## config.mk

```make
export PLATFORM = sky130hd
export DESIGN_NAME = undolog_copy_engine
export DESIGN_NICKNAME = d
export VERILOG_FILES = /design/src/rtl/undolog_copy_engine.sv
export SDC_FILE = /design/constraint.sdc
export NUM_CORES = 1
export LEC_CHECK = 0
export ABC_AREA = 1
export CAP_MARGIN = 20
export CORE_AREA = 2 2 228 230
export CTS_CLUSTER_DIAMETER = 100
export DETAILED_ROUTE_END_ITERATION = 7
export DIE_AREA = 0 0 230 232
export PLACE_DENSITY = 0.87
export SLEW_MARGIN = 40
export SYNTH_ARGS = -nofsm -noshare
export SYNTH_HDL_FRONTEND = slang
export SYNTH_SLANG_ARGS = --single-unit
```

## constraint.sdc

```tcl
create_clock -name ACLK -period 4.05 [get_ports ACLK]
set_input_delay 0.405 -clock ACLK [delete_from_list [all_inputs] [get_ports ACLK]]
set_output_delay 0.405 -clock ACLK [all_outputs]
set_load 0.02 [all_outputs]
```

## src/rtl/undolog_copy_engine.sv

```systemverilog
// Undo-log copy engine: reads the old contents of a source region in AXI4
// INCR bursts, buffers each burst and writes it to the undo-log region.
module undolog_copy_engine #(
  parameter int ADDR_W    = 32,
  parameter int DATA_W    = 32,
  parameter int MAX_BURST = 16,
  parameter int LEN_W     = 16
) (
  input  logic                ACLK,
  input  logic                ARESET,

  input  logic                cmd_valid,
  output logic                cmd_ready,
  input  logic [ADDR_W-1:0]   cmd_src_addr,
  input  logic [ADDR_W-1:0]   cmd_log_addr,
  input  logic [LEN_W-1:0]    cmd_len,

  output logic                busy,
  output logic                done,
  output logic                error,
  output logic [LEN_W-1:0]    beats_done,

  output logic [ADDR_W-1:0]   M_AXI_ARADDR,
  output logic [7:0]          M_AXI_ARLEN,
  output logic                M_AXI_ARVALID,
  input  logic                M_AXI_ARREADY,

  input  logic [DATA_W-1:0]   M_AXI_RDATA,
  input  logic [1:0]          M_AXI_RRESP,
  input  logic                M_AXI_RLAST,
  input  logic                M_AXI_RVALID,
  output logic                M_AXI_RREADY,

  output logic [ADDR_W-1:0]   M_AXI_AWADDR,
  output logic [7:0]          M_AXI_AWLEN,
  output logic                M_AXI_AWVALID,
  input  logic                M_AXI_AWREADY,

  output logic [DATA_W-1:0]   M_AXI_WDATA,
  output logic [DATA_W/8-1:0] M_AXI_WSTRB,
  output logic                M_AXI_WLAST,
  output logic                M_AXI_WVALID,
  input  logic                M_AXI_WREADY,

  input  logic [1:0]          M_AXI_BRESP,
  input  logic                M_AXI_BVALID,
  output logic                M_AXI_BREADY
);

  localparam int BYTES  = DATA_W / 8;
  localparam int BSHIFT = $clog2(BYTES);
  localparam int ALIGN  = $clog2(MAX_BURST * BYTES);
  localparam int PTR_W  = $clog2(MAX_BURST);
  localparam int CNT_W  = PTR_W + 1;

  typedef enum logic [2:0] {
    IDLE,
    RD_ADDR,
    RD_DATA,
    WR_ADDR,
    WR_DATA,
    WR_RESP,
    FINISH
  } state_t;

  state_t state, state_n;

  logic [ADDR_W-1:0] src_q;
  logic [ADDR_W-1:0] log_q;
  logic [LEN_W-1:0]  rem_q;
  logic [LEN_W-1:0]  beats_q;
  logic [7:0]        blen_q;
  logic [CNT_W-1:0]  cnt_q;
  logic              abort_q;
  logic              busy_q;
  logic              done_q;
  logic              error_q;

  logic [DATA_W-1:0] mem [MAX_BURST];

  logic              misaligned;
  logic              start_ok;
  logic              r_hs;
  logic              r_bad;
  logic              b_bad;
  logic              abort_b;
  logic              more;
  logic              at_last;
  logic [LEN_W-1:0]  chunk;
  logic [LEN_W-1:0]  rem_next;
  logic [ADDR_W-1:0] step;

  // Burst length field for the next chunk; caller guarantees n != 0.
  function automatic logic [7:0] blen_of(input logic [LEN_W-1:0] n);
    if (n > LEN_W'(MAX_BURST - 1))
      return 8'(MAX_BURST - 1);
    return 8'(n - LEN_W'(1));
  endfunction

  assign misaligned = (|cmd_src_addr[ALIGN-1:0]) ||
                      (|cmd_log_addr[ALIGN-1:0]);
  assign start_ok   = (cmd_len != '0) && !misaligned;

  assign chunk    = LEN_W'(blen_q) + LEN_W'(1);
  assign rem_next = rem_q - chunk;
  assign step     = ADDR_W'(chunk) << BSHIFT;
  assign at_last  = (cnt_q == CNT_W'(blen_q));

  assign r_hs  = (state == RD_DATA) && M_AXI_RVALID;
  assign r_bad = (M_AXI_RRESP != 2'b00) || (M_AXI_RLAST != at_last);
  assign b_bad = (M_AXI_BRESP != 2'b00);

  assign abort_b = abort_q || b_bad;
  assign more    = (rem_next != '0) && !abort_b;

  assign busy       = busy_q;
  assign done       = done_q;
  assign error      = error_q;
  assign beats_done = beats_q;

  assign M_AXI_ARADDR = src_q;
  assign M_AXI_ARLEN  = blen_q;
  assign M_AXI_AWADDR = log_q;
  assign M_AXI_AWLEN  = blen_q;
  assign M_AXI_WDATA  = mem[cnt_q[PTR_W-1:0]];
  assign M_AXI_WSTRB  = '1;

  always_ff @(posedge ACLK) begin
    if (ARESET)
      state <= IDLE;
    else
      state <= state_n;
  end

  always_comb begin
    state_n       = state;
    cmd_ready     = 1'b0;
    M_AXI_ARVALID = 1'b0;
    M_AXI_RREADY  = 1'b0;
    M_AXI_AWVALID = 1'b0;
    M_AXI_WVALID  = 1'b0;
    M_AXI_WLAST   = 1'b0;
    M_AXI_BREADY  = 1'b0;
    unique case (state)
      IDLE: begin
        cmd_ready = 1'b1;
        if (cmd_valid)
          state_n = start_ok ? RD_ADDR : FINISH;
      end
      RD_ADDR: begin
        M_AXI_ARVALID = 1'b1;
        if (M_AXI_ARREADY)
          state_n = RD_DATA;
      end
      RD_DATA: begin
        M_AXI_RREADY = 1'b1;
        if (M_AXI_RVALID && M_AXI_RLAST)
          state_n = WR_ADDR;
      end
      WR_ADDR: begin
        M_AXI_AWVALID = 1'b1;
        if (M_AXI_AWREADY)
          state_n = WR_DATA;
      end
      WR_DATA: begin
        M_AXI_WVALID = 1'b1;
        M_AXI_WLAST  = at_last;
        if (M_AXI_WREADY && at_last)
          state_n = WR_RESP;
      end
      WR_RESP: begin
        M_AXI_BREADY = 1'b1;
        if (M_AXI_BVALID)
          state_n = more ? RD_ADDR : FINISH;
      end
      FINISH: state_n = IDLE;
      default: state_n = IDLE;
    endcase
  end

  // Burst buffer: no reset needed, every entry is written before it is read.
  always_ff @(posedge ACLK) begin
    if (r_hs)
      mem[cnt_q[PTR_W-1:0]] <= M_AXI_RDATA;
  end

  always_ff @(posedge ACLK) begin
    if (ARESET) begin
      src_q   <= '0;
      log_q   <= '0;
      rem_q   <= '0;
      beats_q <= '0;
      blen_q  <= '0;
      cnt_q   <= '0;
      abort_q <= 1'b0;
      busy_q  <= 1'b0;
      done_q  <= 1'b0;
      error_q <= 1'b0;
    end else begin
      done_q <= 1'b0;
      unique case (state)
        IDLE: begin
          if (cmd_valid) begin
            src_q   <= cmd_src_addr;
            log_q   <= cmd_log_addr;
            rem_q   <= cmd_len;
            beats_q <= '0;
            error_q <= 1'b0;
            busy_q  <= 1'b1;
            abort_q <= misaligned;
            cnt_q   <= '0;
            if (start_ok)
              blen_q <= blen_of(cmd_len);
          end
        end
        RD_ADDR: begin
          if (M_AXI_ARREADY)
            cnt_q <= '0;
        end
        RD_DATA: begin
          if (M_AXI_RVALID) begin
            cnt_q <= cnt_q + CNT_W'(1);
            if (r_bad)
              abort_q <= 1'b1;
          end
        end
        WR_ADDR: begin
          if (M_AXI_AWREADY)
            cnt_q <= '0;
        end
        WR_DATA: begin
          if (M_AXI_WREADY)
            cnt_q <= cnt_q + CNT_W'(1);
        end
        WR_RESP: begin
          if (M_AXI_BVALID) begin
            abort_q <= abort_b;
            if (!abort_b)
              beats_q <= beats_q + chunk;
            src_q <= src_q + step;
            log_q <= log_q + step;
            rem_q <= rem_next;
            if (more)
              blen_q <= blen_of(rem_next);
          end
        end
        FINISH: begin
          done_q  <= 1'b1;
          busy_q  <= 1'b0;
          error_q <= abort_q;
        end
        default: ;
      endcase
    end
  end

endmodule

```

== Word-level counts from Yosys, hierarchy flattened ==
Memory sizes are Yosys's and may differ from the RTL's. A register that Yosys moved wholly into a read port is not among the register bits.
Index checks and enable logic that the tools add are counted.

* $add $sub $neg: 8
* Multipliers: 0
* Divide/modulo/power cells: 0
* Magnitude comparators: 2
* Equal/unequal tests: 20
* Shift operators: 0
* Multiplexer cells: 68
* Bitwise gates (word level): 0
* Reduce and logical (&&, ||, !) cells: 28

{| class="wikitable"
|+ Operator list
! operator !! number
|-
| 2-to-1 mux 32 bit || 4
|-
| one-hot mux 32 bit (2 select lines) || 2
|-
| 2-to-1 mux 16 bit || 5
|-
| adder 32 x 11 -> 32 bit || 2
|-
| 2-to-1 mux 8 bit || 8
|-
| one-hot mux 16 bit (2 select lines) || 2
|-
| greater-than comparator 16 x 4 -> 1 bit, second input constant || 2
|-
| nonzero test 16 bit || 2
|-
| 2-to-1 mux 1 bit || 26
|-
| 2-to-1 mux 5 bit || 5
|-
| one-hot mux 5 bit (5 select lines) || 1
|-
| 2-to-1 mux 3 bit || 8
|-
| != test 2 bit, second input constant || 11
|-
| one-hot mux 3 bit (6 select lines) || 1
|-
| adder 16 x 9 -> 16 bit || 1
|-
| one-hot mux 8 bit (2 select lines) || 1
|-
| subtractor 16 x 9 -> 16 bit || 1
|-
| subtractor 8 x 1 -> 8 bit, second input constant || 2
|-
| AND reduction 6 bit || 2
|-
| OR reduction 6 bit || 2
|-
| AND reduction 5 bit || 2
|-
| adder 8 x 1 -> 9 bit, second input constant || 1
|-
| == test 3 bit, second input constant || 3
|-
| 2-to-1 mux 4 bit || 2
|-
| other kinds (18) || 30
|}

* Flip-flop bits (word level): 116
* Bits in latches: 0
* Memory bits (writable): 512
* Bits in read-only memories: 0
* Output and inout bits: 142
* Word-level logic and storage cells: 138
* Memories kept: 1

{| class="wikitable"
|+ Memories
! name !! depth !! bits a word !! read ports !! clocked after Yosys merged registers in !! write ports !! line !! RTL
|-
| mem || 16 || 32 || 1 || 1 || 1 || 79 || <nowiki>logic [DATA_W-1:0] mem [MAX_BURST];</nowiki>
|}

== Longest topological paths before layout ==
* Depth after elaboration: 12
* Depth in mapped cells: 25

== Worst setup path before layout ==
OpenSTA, ideal clock, no wires.

* Kind: register to register
* From: register state[2]
* To: memory mem[0][0], enable pin
* Library setup time: 0.421 ns
* Arrival: 3.002 ns
* Required time: 3.629 ns
* Setup slack: 0.627 ns
* Cell stages (with the launch flop): 7
* Buffers on the path: 1
* Clock period less this slack: 3.423 ns
* Cell sequence: dfxtp_1 > buf_2 > nor3_1 > inv_1 > nor2_1 > nand2_1 > nor2_1

* Cells in the longest elaborated chain, start to end: 4

{| class="wikitable"
|+ Ends and longest elaborated chain
! element !! line !! RTL
|-
| start: declaration || 66 || <nowiki>state_t state, state_n;</nowiki>
|-
| start signal: assignment || 132 || <nowiki>state <= state_n;</nowiki>
|-
| == test 3 x 2 -> 1 bit || 109 || <nowiki>assign r_hs = (state == RD_DATA) && M_AXI_RVALID;</nowiki>
|-
| logical AND 1 bit || 109 ||
|-
| 2-to-1 mux 1 bit || 183 || <nowiki>if (r_hs)</nowiki>
|-
| 2-to-1 mux 1 bit (not written as such) || 184 || <nowiki>mem[cnt_q[PTR_W-1:0]] <= M_AXI_RDATA;</nowiki>
|-
| end: declaration || 79 ||
|}

Every way passes these cells.

==> reports/summary.txt <==
Int Pwr = 14.1 mW
DR WL/cell = 21.8 um
CTS Buffer Depth = 3
Final core occ = 68.2%
Sequential share of the synthesized area = 60.9%
CTS Sinks = 632
EDFF count, synth = 512
Vias after detailed routing = 22600
Asr flop ratio synth = 0%
Initial DRC count = 2438
Largest net degree at the start of global routing = 129
Unrepaired setup endpoints after global routing = no
Switching share of total power = 39.1%
Clock latency on the worst-skew pair = 0.65 ns
ANT cells = 0
Sequential share of power = 35.0%
Skew final = 0.0358 ns
Area growth, synth to finish = 19.0%
DRT Wirelength = 80700 um
Die X = 230 um
Worst path arrival time = 3.30 ns
Syn Inst Count = 2746
Mux contribution to synthesized area = 4.39%
Power Density = 667 nW/um^2
Comb pwr share = 40.7%
Max-slew violation count = 0
TritonRoute pass-1 iters = 6
Largest family of logic cells by synthesized area = compound AO/OA/AOI/OAI gates
Worst VDD drop = 508 uV
Detail Route Antenna Nets = 0
GRT overflow = 0
F_max = 0.270 GHz
Clock-pin slew reported for the worst setup and hold paths after clock tree synthesis = 0.06 ns
Crit path kind = reg2out
Number of remaining DRC errors = 0
TritonCTS clock tree = yes
Crit path time final = 3.70 ns
Number of synthesized register bits = 632
Setup TNS = 0 ns
Setup bufs post-CTS = 0
Period utilization = 91.5%
Final Hold Viols = 0
Post-detail-place hpwl = 50800 um
Crit start category = flip-flop
Vias in the first global route = 22000
Number of port buffers = 262
DR vias/cell = 6.10
Syn. warnings = 0
Initial antenna violation count = 2
Die height = 232 um
Critical Path Fanout Max = 48
Max H-tree Level = 2
Num ports = 267
Row count = 83
Synth Area in XOR/XNOR = 1.44%
Final setup vio count = 0
Cts bufs inserted = 59
Leakage = 12.3 nW
Share of layout cells above drive strength 1 = 6.69%
DIE AREA = 53400 um^2
Slew HR = 46.7%
Synth Area in Compound Gates = 14.1%
Initial Utilization = 57.3%
Status = completed
GPL Wtd Cong = 0.980
Required time of the critical path = 3.64 ns
Core ar. = 50900 um^2
Crit. End Element = primary output
Clock power share = 24.3%
Synth Flop Type = edfxtp_1
Post-synthesis adder-cell area fraction = 2.20%
Synth Cell Area = 29200 um^2
First-pass GRT wire length = 123000 um
Synthesized area per cell = 10.6 um^2
CTS root buf = clkbuf_16
Gr usage total = 29.7%
Max-cap violation count = 0
Synth Area in Simple Gates = 11.1%
Final net count = 3143
HP Class = in2reg
Worst Tran Pin Value = 0.792 ns
Post-synth cell types = 54
Switching power = 9.05 mW
-- through the flow --
step           instance area (um^2)  cells  hold slack [ns]  setup slack (ns)  total power, mW
2_1_floorplan                 29200   2749            0.451             0.627             14.2
3_3_place_gp                  32700   3588            0.448             0.482             17.1
3_5_place_dp                  32700   3588            0.467             0.294             17.4
4_1_cts                       34700   3698            0.364             0.288             23.0
5_1_grt                       34700   3698            0.387            0.0251             24.3
6_report                      34700   3698            0.383             0.346             23.2
-- cells in the mapped netlist (2+ instances only) --
library cell / count / area, um^2
a21o_1: 8 / 60.1
a21oi_1: 273 / 1370
a221oi_1: 7 / 61.3
a31oi_1: 9 / 56.3
a32oi_1: 2 / 17.5
and3_1: 3 / 18.8
buf_1: 17 / 63.8
buf_2: 30 / 150
buf_4: 12 / 90.1
clkbuf_1: 88 / 330
dfxtp_1: 120 / 2400
edfxtp_1: 512 / 15400
fa_1: 4 / 80.1
ha_1: 45 / 563
inv_1: 272 / 1020
inv_2: 4 / 15.0
mux2i_1: 128 / 1280
nand2_1: 379 / 1420
nand2_2: 8 / 50.1
nand3_1: 134 / 671
nand3_2: 2 / 20.0
nand3b_1: 5 / 37.5
nand4_1: 15 / 93.8
nor2_1: 126 / 473
nor2_2: 8 / 50.1
nor2_4: 2 / 22.5
nor3_1: 37 / 185
nor4_1: 12 / 75.1
o211ai_1: 146 / 1100
o21a_1: 10 / 75.1
o21ai_0: 222 / 1110
o21ai_1: 2 / 10.0
o21ai_2: 2 / 17.5
o21bai_1: 23 / 173
o221ai_1: 2 / 17.5
o22ai_1: 2 / 12.5
or2_2: 14 / 87.6
xnor2_1: 13 / 114
xor2_1: 33 / 289
-- cell usage in the layout (no fill, tap or decap), types with 10 or more instances in the layout --
master	instances
or2_2	14
o21a_1	10
o21bai_1	23
nor3_1	36
edfxtp_1	512
inv_1	270
nand4_1	15
ha_1	45
clkinv_1	15
xnor2_1	13
nor4_1	12
nor2_1	110
clkinv_2	12
buf_12	20
clkbuf_16	60
nand2_1	379
dfxtp_1	116
xor2_1	31
buf_4	26
mux2i_1	128
o211ai_1	146
o21ai_0	222
clkdlybuf4s50_1	261
nor2_4	18
a21oi_1	273
nand3_1	134
-- cells by family (layout without fill, tap and decap cells) --
kind of cell	count (synthesis)	after routing
multiplexers	128	128
adder cells (fa/ha/maj)	49	49
XOR/XNOR	47	47
flip-flops	632	632
other	1	4
buffers and inverters	426	695
AND/OR/NAND/NOR	750	750
AO/OA/AOI/OAI	713	713
-- final timing paths --
path | from | to | slack (ns) | cells past startpoint
setup / recovery | flip-flop | M_AXI_WDATA[8] | 0.35 | 6
hold / removal | cmd_log_addr[1] | M_AXI_AWADDR[1] | 0.38 | 3
setup reg to reg | M_AXI_ARLEN[0] | M_AXI_AWADDR[22] | 0.39 | 19
hold reg to reg | M_AXI_AWADDR[1] | M_AXI_AWADDR[1] | 0.48 | 2
-- power by group through the flow --
| stage | clock network [mW] | registers [mW] | logic [mW] |
|---|---|---|---|
| 2_1_floorplan | 0 | 8.35 | 5.89 |
| 3_3_place_gp | 0 | 8.18 | 8.93 |
| 3_5_place_dp | 0 | 8.21 | 9.17 |
| 4_1_cts | 5.65 | 8.08 | 9.28 |
| 5_1_grt | 5.88 | 8.16 | 10.2 |
| 6_report | 5.62 | 8.11 | 9.42 |
-- flip-flops by register name, summed over array words and instances (netlist names), named ones only --
| register | cells |
|---|---|
| state | 3 |
| done | 1 |
| busy | 1 |
| error | 1 |
| abort_q | 1 |
| rem_q | 16 |
| mem | 512 |
| beats_done | 16 |
| M_AXI_ARADDR | 32 |
| cnt_q | 5 |
| M_AXI_AWADDR | 32 |
| M_AXI_ARLEN | 8 |
-- layer usage --
layer	routed length, um	global-route usage [%]	vias to the layer above
li1	-	-	10200
met3	7130	5.29	234
met2	39200	49.7	1275
met5	33	0	-
met1	30700	38.0	10900
met4	3650	13.1	4
-- final cells by class --
type / instances / area, um^2
clock inverter: 39 / 395
sequential: 632 / 17800
clock buffer: 71 / 1560
inverter: 277 / 1040
fill: 3470 / 16200
tap: 680 / 851
multi-input combinational: 1691 / 9860
timing repair buffer: 308 / 3210
-- worst max-delay path: stages (launching register included) --
cell             delay [ns]
dfxtp_4                0.79
buf_4                  0.52
mux2i_1                0.17
o211ai_1               0.28
nand3_1                0.14
nand2_1                0.11
clkdlybuf4s50_1        0.63
-- repair_timing --
| item | 4_1_cts | 5_1_grt |
|---|---|---|
| endpoints found under the hold margin | 0 | 0 |
| resized for setup | 0 | 3 |
| hold buffers | 0 | 0 |
| setup endpoints to repair | 0 | 12 |
No activity file was read; power rests on OpenSTA's default activity.
